### config.mk
export PLATFORM = sky130hd
export DESIGN_NAME = uart_rx
export DESIGN_NICKNAME = d
export VERILOG_FILES = /design/src/rtl/uart_defs_pkg.sv /design/src/rtl/uart_baud_tick.sv /design/src/rtl/uart_rx.sv
export SDC_FILE = /design/constraint.sdc
export NUM_CORES = 1
export LEC_CHECK = 0
export CAP_MARGIN = 0
export CORE_ASPECT_RATIO = 1.4
export CORE_MARGIN = 4
export CORE_UTILIZATION = 60
export DETAILED_ROUTE_END_ITERATION = 8
export MAX_ROUTING_LAYER = met4
export PLACE_DENSITY = 0.84
export SLEW_MARGIN = 20
export SYNTH_ARGS = -nofsm -noshare
export SYNTH_HDL_FRONTEND = slang
export SYNTH_SLANG_ARGS = --single-unit
export TNS_END_PERCENT = 10
### constraint.sdc
create_clock -name clk -period 5.3 [get_ports clk]
set_input_delay 1.59 -clock clk [delete_from_list [all_inputs] [get_ports clk]]
set_output_delay 1.59 -clock clk [all_outputs]
set_load 0.03 [all_outputs]
### src/rtl/uart_defs_pkg.sv
// uart_defs_pkg: UART constants and receiver state encoding shared by transmitter and receiver
package uart_defs_pkg;
  localparam int OS_DEF = 16;
  localparam int CLKS_PER_TICK_DEF = 429;
  typedef enum logic [1:0] {IDLE, START, DATA, STOP} rx_state_e;
endpackage

### src/rtl/uart_baud_tick.sv
// uart_baud_tick: 16x oversample tick generator; clk, rst (sync active-low), clr (restart count), tick (1-clock pulse)
module uart_baud_tick #(
  parameter int CLKS_PER_TICK = uart_defs_pkg::CLKS_PER_TICK_DEF
) (
  input  logic clk,
  input  logic rst,
  input  logic clr,
  output logic tick
);
  localparam int W = $clog2(CLKS_PER_TICK + 1);
  logic [W-1:0] cnt_q, cnt_d;
  always_comb begin
    tick = cnt_q == W'(CLKS_PER_TICK - 1);
    cnt_d = (clr || tick) ? '0 : cnt_q + W'(1);
  end
  always_ff @(posedge clk) cnt_q <= !rst ? '0 : cnt_d;
endmodule

### src/rtl/uart_rx.sv
// uart_rx: 8N1 UART receiver; serial_in -> parallel_out with rx_valid/frame_err pulses, busy outside IDLE, sync active-low rst, rx_en gate
module uart_rx
  import uart_defs_pkg::*;
#(
  parameter int CLKS_PER_TICK = CLKS_PER_TICK_DEF,
  parameter int OVERSAMPLE = OS_DEF
) (
  input  logic       clk,
  input  logic       rst,
  input  logic       rx_en,
  input  logic       serial_in,
  output logic [7:0] parallel_out,
  output logic       rx_valid,
  output logic       frame_err,
  output logic       busy
);
  localparam logic [3:0] OS_LAST = 4'(OVERSAMPLE - 1);
  localparam logic [3:0] OS_MID = 4'(OVERSAMPLE / 2 - 1);
  rx_state_e state_q, state_d;
  logic [3:0] os_q, os_d;
  logic [2:0] idx_q, idx_d;
  logic [7:0] shift_q, shift_d, out_q, out_d;
  logic valid_q, valid_d, ferr_q, ferr_d;
  logic s1_q, rx_s_q, rx_d_q;
  logic tick, clr;
  uart_baud_tick #(.CLKS_PER_TICK(CLKS_PER_TICK)) u_tick (
    .clk(clk), .rst(rst), .clr(clr), .tick(tick)
  );
  always_comb begin
    state_d = state_q;
    os_d = os_q;
    idx_d = idx_q;
    shift_d = shift_q;
    out_d = out_q;
    valid_d = 1'b0;
    ferr_d = 1'b0;
    clr = 1'b0;
    if (!rx_en) begin
      state_d = IDLE;
      os_d = '0;
      idx_d = '0;
    end else begin
      case (state_q)
        IDLE: if (rx_d_q && !rx_s_q) begin
          state_d = START;
          clr = 1'b1;
          os_d = '0;
        end
        START: if (tick) begin
          if (os_q == OS_MID) begin
            // a start bit that is high again at mid-bit is a glitch, not a frame
            state_d = rx_s_q ? IDLE : DATA;
            os_d = '0;
            idx_d = '0;
          end else os_d = os_q + 4'd1;
        end
        DATA: if (tick) begin
          if (os_q == OS_LAST) begin
            shift_d[idx_q] = rx_s_q;
            os_d = '0;
            idx_d = idx_q + 3'd1;
            state_d = idx_q == 3'd7 ? STOP : DATA;
          end else os_d = os_q + 4'd1;
        end
        STOP: if (tick) begin
          if (os_q == OS_LAST) begin
            out_d = rx_s_q ? shift_q : out_q;
            valid_d = rx_s_q;
            ferr_d = !rx_s_q;
            state_d = IDLE;
          end else os_d = os_q + 4'd1;
        end
        default: state_d = IDLE;
      endcase
    end
  end
  always_ff @(posedge clk) begin
    if (!rst) begin
      state_q <= IDLE;
      os_q <= '0;
      idx_q <= '0;
      shift_q <= '0;
      out_q <= '0;
      valid_q <= 1'b0;
      ferr_q <= 1'b0;
      s1_q <= 1'b1;
      rx_s_q <= 1'b1;
      rx_d_q <= 1'b1;
    end else begin
      state_q <= state_d;
      os_q <= os_d;
      idx_q <= idx_d;
      shift_q <= shift_d;
      out_q <= out_d;
      valid_q <= valid_d;
      ferr_q <= ferr_d;
      s1_q <= serial_in;
      rx_s_q <= s1_q;
      rx_d_q <= rx_s_q;
    end
  end
  assign parallel_out = out_q;
  assign rx_valid = valid_q;
  assign frame_err = ferr_q;
  assign busy = state_q != IDLE;
endmodule

==> results.json, run 1 <==
{
  "status": "finished clean",
  "slew_viol_final": 0,
  "finalHoldViolCount": 0,
  "dp_hpwl_mm": 2.62,
  "instances_no_fill": 241,
  "clock-sinks": 39,
  "power_density_mw_per_mm2": 269,
  "synth_edf_count": 0,
  "ctsRootBufferMaster": "clkbuf_8",
  "antenna_found_initial": 0,
  "ys_types": 46,
  "worstPathArrival_ns": 1.82,
  "relSlewSlack": 0.514,
  "syn_to_final_growth_pct": 13.6,
  "drt_wl_total_mm": 3.73,
  "leakage_nw": 0.757,
  "async_flop_share": 0,
  "nNetsFinal": 212,
  "min_period_ns": 3.41,
  "pre_cts_ws_ns": 1.67,
  "hold_ws_ns": 0.431,
  "h-tree-depth": 2,
  "clockBufferDepth": 2,
  "synth_top_family_by_area": "simple AND/OR/NAND/NOR gates",
  "worst-setup-path-type": "register to primary output",
  "fillers": 203,
  "synth-xor-area-share": 0.0333,
  "hold_buffers": 0,
  "netlist.area_leader.share": 0.424,
  "dp_cells": 233,
  "ys_seq_area_frac": 0.424,
  "track_usage": 0.217,
  "core_region_area_mm2": 0.00291,
  "drive_gt1_frac": 0.0882,
  "min-delay-path-class": "register to register",
  "layout_common_cells": "39 x dfxtp_1, 18 x nor2_1, 18 x nand2_1, 18 x mux2i_1, 14 x clkdlybuf4s50_1",
  "worstPathCellList": "nor2_1 > inv_1 > clkdlybuf4s50_1",
  "syn-instance-count": 193,
  "worstMarginPinSlew_ns": 0.724,
  "ys_seq_elements": 39,
  "synth_compound_area_frac": 0.0916,
  "clkLatencyLatePin_ns": 0.29,
  "io_pins": 15,
  "synth_mux_area_frac": 0.0978,
  "synth_fa_ha_area_frac": 0.0339,
  "start_kind": "register",
  "finalWorstSetupSlack_ns": 1.89,
  "std_cell_rows": 23,
  "setup_tns_ns": 0,
  "io_buffers": 14,
  "peakVddDrop_v": 0.000292,
  "clock_skew_ns": 0.00816,
  "start_util": 0.634,
  "grt_use_met1": 0.248,
  "worstPathMaxFanout": 14,
  "fp.dieArea_mm2": 0.00403,
  "yosysTopAreaCell": "dfxtp_1",
  "die_h_um": 73.6,
  "grt_max_degree": 25,
  "cts_tree": "yes",
  "diodes": 0,
  "utilization": 0.721,
  "drv_cap": 0,
  "drt-initial-drc-count": 79,
  "grt_pass1_wl_mm": 6.32,
  "grt_pass1_vias": 1475,
  "min_period_over_period": 0.643,
  "crit_slowest_cell": "clkdlybuf4s50_1",
  "grt-busiest-layer": "met2",
  "ys.warnings.count": 0,
  "setup_viol": 0,
  "post_cts_buffers": 0,
  "clock.fmax_ghz": 0.293,
  "clk_pin_slew_ns": 0.08,
  "end_kind": "primary output",
  "cpPeakStageDelay_ns": 0.67,
  "drt-wirelength-per-cell_um": 15.5,
  "gp_congestion": 0.766,
  "final_common_cell": "dfxtp_1",
  "path_delay_family": "buffers and inverters",
  "cts_buffers": 5,
  "post-route-drc-count": 0,
  "syn_nets": 202,
  "vias_per_cell": 6.08,
  "critPathBufInv": 2,
  "grtUsageMet3": 0.0629,
  "gr-total-overflow": 0,
  "cp.required_ns": 3.71,
  "first_pass_iters": 4,
  "ant_nets": 0,
  "synth_area_mm2": 0.00184,
  "synthSimpleGateAreaFrac": 0.270,
  "vias": 1465,
  "rsz0062_at_grt": "false",
  "synth_flop_cell": "dfxtp_1",
  "syn_area_per_cell_um2": 9.55,
  "ctsResizeCount": 0,
  "die-width_um": 54.8,
  "yosys-top-cells-area": "dfxtp_1 42%, mux2i_1 9.8%, nand2_1 3.7%",
  "use_met2": 0.337
}
## logic make-up (layout without fill, tap and decap cells)
family,Yosys count,after routing
AOI/OAI and AO/OA,19,19
xor gates and xnor gates,7,7
adders and majority gates,5,5
buffers and inverters,19,30
DFF,39,39
muxes,18,18
and+or+nand+nor,86,86
## per-layer routing
layer	vias up	routed length [um]
li1	703	-
met1	686	1510
met2	59	1890
met3	17	215
met4	0	116
met5	-	0
## stage by stage
stage | total power, mW | instance area [um2]
after global routing | 0.583 | 2090
after detailed placement | 0.328 | 1970
final | 0.564 | 2090
after CTS | 0.569 | 2090
after floorplan | 0.321 | 1840
after global placement | 0.327 | 1970
## state kept, by name, summed over array words and instances (netlist names), named ones only
| signal | cells |
|---|---|
| rx_s_q | 1 |
| shift_q | 8 |
| frame_err | 1 |
| s1_q | 1 |
| parallel_out | 8 |
| os_q | 4 |
| rx_d_q | 1 |
| rx_valid | 1 |
| idx_q | 3 |
| u_tick.cnt_q | 9 |
| state_q | 1 |
## synth_stat cells, types with 2 or more instances
library cell	number
a21oi_1	3
nand2b_1	5
ha_1	5
buf_4	2
nor2_1	18
dfxtp_1	39
nand3_1	6
a22o_1	2
xor2_1	6
nand2_1	18
nand3b_1	2
o22ai_1	2
nand4b_1	3
nor4_2	2
and3_1	3
nand4_1	6
and2_1	2
buf_2	5
mux2i_1	18
nor4_1	3
nor2b_1	9
inv_1	8
clkbuf_1	3
## power by group
part	switching, mW	internal (mW)
Clock	0.102	0.140
Sequential	0.00468	0.296
Combinational	0.0125	0.00876
Total	0.119	0.445
## layout make-up
class                           count  area (um2)  share of cell area
Clock buffer                        5        68.8              0.0329
Clock inverter                      3        43.8              0.0209
Inverter                            8        30.0              0.0143
Multi-Input combinational cell    135         985               0.470
Sequential cell                    39         781               0.373
Tap cell                           37        46.3              0.0221
Timing Repair Buffer               14         140              0.0669
## path summary, 6_finish.rpt
kind,from,end,slack (ns),depth (start not counted)
setup / recovery,state_q[0],busy,1.89,3
hold / removal,s1_q,rx_s_q,0.43,1
setup reg to reg,os_q[0],parallel_out[5],3.07,5
hold reg to reg,s1_q,rx_s_q,0.43,1
No activity file was read; power rests on OpenSTA's default activity.
==> inputs of run 2 (changes only) <==
CORE_UTILIZATION = 57   (was 60)
PLACE_DENSITY = 0.8   (was 0.84)
clock period = 3.2 ns   (was 5.3 ns; I/O delays follow)
==> run 2 against run 1 <==
Against the previous run:
- combinational power up 68%
- global-route usage down 3.7 points
- wire length down 6.3%
- sequential power up 65%
- total power up 79%
- utilization down 4.1 points
- non-clock buffer count up 2
- register-to-register slack worse by 2.0 ns
- die area up 4.6%
- worst hold slack worse by 0.020 ns
- clock power up 98%
- critical endpoint unchanged
- largest cell class unchanged
- highest routed layer unchanged
==> results.json, run 2 (synthesis results as in run 1) <==
{
  "start_kind": "register",
  "core_region_area_mm2": 0.00312,
  "nNetsFinal": 214,
  "clk_pin_slew_ns": 0.07,
  "diodes": 0,
  "min_path_cells": 1,
  "clock.fmax_ghz": 0.369,
  "drt-wirelength-per-cell_um": 14.3,
  "track_usage": 0.180,
  "cp.required_ns": 2.24,
  "syn_to_final_growth_pct": 15.2,
  "peakVddDrop_v": 0.000365,
  "min_period_over_period": 0.847,
  "cpPeakStageDelay_ns": 0.66,
  "clock_skew_ns": 0.00701,
  "hold_buffers": 0,
  "top_register": "u_tick.cnt_q",
  "worstPathCellList": "nor2_1 > inv_1 > clkdlybuf4s50_1",
  "r2r_cells": 5,
  "instances_no_fill": 245,
  "cts_buffers": 5,
  "io_buffers": 14,
  "status": "finished clean",
  "dp_cells": 237,
  "post_cts_buffers": 0,
  "min-delay-path-class": "register to register",
  "drv_cap": 0,
  "gr-total-overflow": 0,
  "ant_nets": 0,
  "grt_pass1_vias": 1323,
  "io_pins": 15,
  "start_util": 0.590,
  "power_density_mw_per_mm2": 477,
  "min_from": "s1_q",
  "drive_gt1_frac": 0.0922,
  "dp_hpwl_mm": 2.52,
  "r2r_end": "shift_q[4]",
  "finalHoldViolCount": 0,
  "layout_common_cells": "39 x dfxtp_1, 18 x nor2_1, 18 x nand2_1, 18 x mux2i_1, 14 x clkdlybuf4s50_1",
  "h-tree-depth": 2,
  "gp_congestion": 0.805,
  "min_period_ns": 2.71,
  "worstMarginPinSlew_ns": 0.538,
  "die_h_um": 75.3,
  "relSlewSlack": 0.640,
  "clock-sinks": 39,
  "vias_per_cell": 5.73,
  "clockBufferDepth": 2,
  "clkLatencyLatePin_ns": 0.29,
  "grt_pass1_wl_mm": 5.69,
  "die-width_um": 56.1,
  "worstPathArrival_ns": 1.75,
  "vias": 1405,
  "ctsRootBufferMaster": "clkbuf_8",
  "post-route-drc-count": 0,
  "regToRegSetupSlack_ns": 1.05,
  "leakage_nw": 0.758,
  "final_common_cell": "dfxtp_1",
  "grt_max_degree": 19,
  "worstPathMaxFanout": 13,
  "first_pass_iters": 5,
  "largest_register_ffs": 9,
  "ctsResizeCount": 0,
  "r2r_start": "os_q[0]",
  "crit_slowest_cell": "clkdlybuf4s50_1",
  "end_kind": "primary output",
  "cts_tree": "yes",
  "worst-setup-path-type": "register to primary output",
  "drt_wl_total_mm": 3.50,
  "setup_tns_ns": 0,
  "std_cell_rows": 24,
  "setup_viol": 0,
  "rsz0062_at_grt": "false",
  "antenna_found_initial": 0,
  "slew_viol_final": 0,
  "hold_end": "rx_s_q",
  "drt-initial-drc-count": 53,
  "fp.dieArea_mm2": 0.00422
}
run 2: changes by cell type in the layout (fill, tap and decap cells not counted):
cell       delta
clkinv_4      -1
nor4_2        +1
clkbuf_1      +1
bufinv_16     +1
buf_4         +2
nor4_4        -1
clkinv_2      -1
run 2: worst max path at each step:
stage                 endpoint  cells past startpoint        from
floorplan           shift_q[4]                      4       rx_en
global placement    shift_q[4]                      5       rx_en
detailed placement  shift_q[4]                      5       rx_en
CTS                       busy                      3    register
global route              busy                      3  state_q[0]
finish                    busy                      3    register
run 2: layout make-up:
class | instances | area, um2
fillers | 248 | 1000
well taps | 39 | 48.8
multi-input cells | 135 | 976
clock inverters | 2 | 60.1
inverters | 8 | 30.0
clock buffers | 6 | 72.6
flip-flops and latches | 39 | 781
repair buffers | 16 | 155
run 2: metal layers:
layer  GRT usage  wire length [um]  vias to the layer above  share of wire
met5           -                 0                        -              0
met4      0.0923                74                        0          0.021
met3      0.0515               133                        9          0.038
met2       0.304              1760                       34           0.50
met1       0.194              1540                      659           0.44
li1            -                 -                      703              -
run 2: critical path: cells and delay by family (launching register included):
kind	cells	cell delay, ns
buf+inv	2	0.75
flops	1	0.57
simple gates	1	0.14
run 2: power breakdown:
part	internal, mW	switching, mW
Clock	0.312	0.167
Combinational	0.0152	0.0204
Sequential	0.490	0.00757
run 2: metrics by stage:
| stage | instance area, um2 | setup WS [ns] | utilization | total power [mW] | hold WS [ns] |
|---|---|---|---|---|---|
| floorplan | 1840 | 1.18 | - | 0.532 | 0.386 |
| global placement | 1990 | 0.557 | 0.637 | 0.543 | 0.397 |
| detailed placement | 1990 | 0.513 | 0.637 | 0.545 | 0.396 |
| CTS | 2120 | 0.495 | 0.680 | 1.02 | 0.415 |
| global route | 2120 | 0.409 | 0.680 | 1.05 | 0.436 |
| finish | 2120 | 0.491 | 0.680 | 1.01 | 0.411 |
==> inputs of run 3 (changes only) <==
clock period = 2.7 ns   (was 3.2 ns; I/O delays follow)
==> run 3 against run 2 <==
Against the previous run:
- clock skew fell by 0.0042 ns
- sequential share of layout area increased by 0.77 points
- non-clock buffer count rose by 1
- wire length increased by 4.2%
==> results.json, run 3 (synthesis results as in run 1) <==
{
  "cp.required_ns": 1.89,
  "critPathBufInv": 2,
  "drive_gt1_frac": 0.0918,
  "power_density_mw_per_mm2": 482,
  "cpPeakStageDelay_ns": 0.67,
  "drv_cap": 0,
  "clk_pin_slew_ns": 0.07,
  "start_util": 0.590,
  "min_period_ns": 2.63,
  "cp.depth": 3,
  "crit_slowest_cell": "clkdlybuf4s50_1",
  "status": "finished clean",
  "finalWorstSetupSlack_ns": 0.0750,
  "r2r_start": "os_q[0]",
  "cts_tree": "yes",
  "track_usage": 0.196,
  "clockBufferDepth": 2,
  "leakage_nw": 0.741,
  "ant_nets": 0,
  "die-width_um": 56.1,
  "intPower_mw": 0.781,
  "regToRegSetupSlack_ns": 0.56,
  "die_h_um": 75.3,
  "antenna_found_initial": 0,
  "ctsRootBufferMaster": "clkbuf_8",
  "peakVddDrop_v": 0.000382,
  "core_region_area_mm2": 0.00312,
  "r2r_cells": 5,
  "r2r_end": "shift_q[4]",
  "end_kind": "primary output",
  "postPlaceCellArea_mm2": 0.00200,
  "ctsResizeCount": 0,
  "worstPathMaxFanout": 13,
  "final_cell_area_mm2": 0.00208,
  "top_register": "u_tick.cnt_q",
  "clkLatencyLatePin_ns": 0.29,
  "final_common_cell": "dfxtp_1",
  "layout_common_cells": "39 x dfxtp_1, 18 x nor2_1, 18 x nand2_1, 18 x mux2i_1, 14 x clkdlybuf4s50_1",
  "worstPathCellList": "nor2_1 > inv_1 > clkdlybuf4s50_1",
  "min-delay-path-class": "register to register",
  "grt_pass1_vias": 1429,
  "post-route-drc-count": 0,
  "post_cts_buffers": 0,
  "pre_cts_ws_ns": 0.158,
  "nNetsFinal": 215,
  "grt_max_degree": 19,
  "std_cell_rows": 24,
  "path_delay_family": "buffers and inverters",
  "first_pass_iters": 4,
  "diodes": 0,
  "largest_register_ffs": 9,
  "vias_per_cell": 5.83,
  "drt-wirelength-per-cell_um": 14.8,
  "utilization": 0.666,
  "syn_to_final_growth_pct": 12.8,
  "slew_viol_final": 0,
  "clock.fmax_ghz": 0.381,
  "io_buffers": 14,
  "sw_frac_of_total": 0.222,
  "drt-initial-drc-count": 42,
  "drt_wl_total_mm": 3.65,
  "gp_congestion": 0.838,
  "p_switching_mw": 0.222,
  "min_period_over_period": 0.972,
  "relSlewSlack": 0.614,
  "setup_tns_ns": 0,
  "clock-sinks": 39,
  "dp_hpwl_mm": 2.65,
  "io_pins": 15,
  "worstPathArrival_ns": 1.82,
  "cts_buffers": 5,
  "fp.dieArea_mm2": 0.00422,
  "combPwrFrac": 0.043,
  "setup_viol": 0,
  "grt_pass1_wl_mm": 6.23,
  "vias": 1433,
  "worst-setup-path-type": "register to primary output",
  "seqCellArea_um2": 781,
  "crit_end": "busy",
  "hold_buffers": 0,
  "gr-total-overflow": 0,
  "start_kind": "register",
  "multi_input_area_um2": 976,
  "clock_skew_ns": 0.00280,
  "worstMarginPinSlew_ns": 0.577,
  "clockPowerShare": 0.369,
  "h-tree-depth": 2,
  "finalHoldViolCount": 0,
  "seqPwrFrac": 0.587,
  "fillers": 251,
  "rsz0062_at_grt": "false"
}
==> run 3: changes by cell type in the layout (fill, tap and decap cells not counted) <==
cell       previous run  this run
clkbuf_1              1         2
buf_4                 2         3
bufinv_16             2         0
clkinv_2              0         1
==> run 3: metal layers <==
layer / track usage / share of wire / vias up
met5: - / 0 / -
met4: 0.103 / 0.019 / 0
met3: 0.0532 / 0.040 / 8
met2: 0.320 / 0.51 / 40
met1: 0.222 / 0.43 / 677
li1: - / - / 708
==> run 3: final cells by class <==
class	count	area share
Inverter	8	0.0144
Sequential cell	39	0.375
Clock inverter	1	0.00241
Clock buffer	7	0.0367
Tap cell	39	0.0235
Timing Repair Buffer	17	0.0782
Multi-Input combinational cell	135	0.469
==> run 3: power by group through the flow <==
| stage | logic [mW] | clock network [mW] | registers, mW |
|---|---|---|---|
| after floorplan | 0.0302 | 0 | 0.600 |
| after global placement | 0.0423 | 0 | 0.602 |
| after detailed placement | 0.0432 | 0 | 0.603 |
| after CTS | 0.0435 | 0.384 | 0.589 |
| after global routing | 0.0483 | 0.409 | 0.591 |
| final | 0.0434 | 0.370 | 0.589 |
==> run 3: stage by stage <==
step | std cells | total power [mW] | hold WS [ns]
2_1_floorplan | 193 | 0.630 | 0.386
6_report | 246 | 1.00 | 0.409
3_5_place_dp | 238 | 0.646 | 0.396
5_1_grt | 246 | 1.05 | 0.434
4_1_cts | 246 | 1.02 | 0.413
3_3_place_gp | 238 | 0.644 | 0.397
==> run 3: worst min path at each step <==
stage | startpoint | endpoint | slack, ns | cells after the start
2_1_floorplan | s1_q | rx_s_q | 0.39 | 1
3_3_place_gp | s1_q | rx_s_q | 0.40 | 1
3_5_place_dp | s1_q | rx_s_q | 0.40 | 1
4_1_cts | s1_q | rx_s_q | 0.41 | 1
5_1_grt | s1_q | rx_s_q | 0.43 | 1
6_report | s1_q | rx_s_q | 0.41 | 1
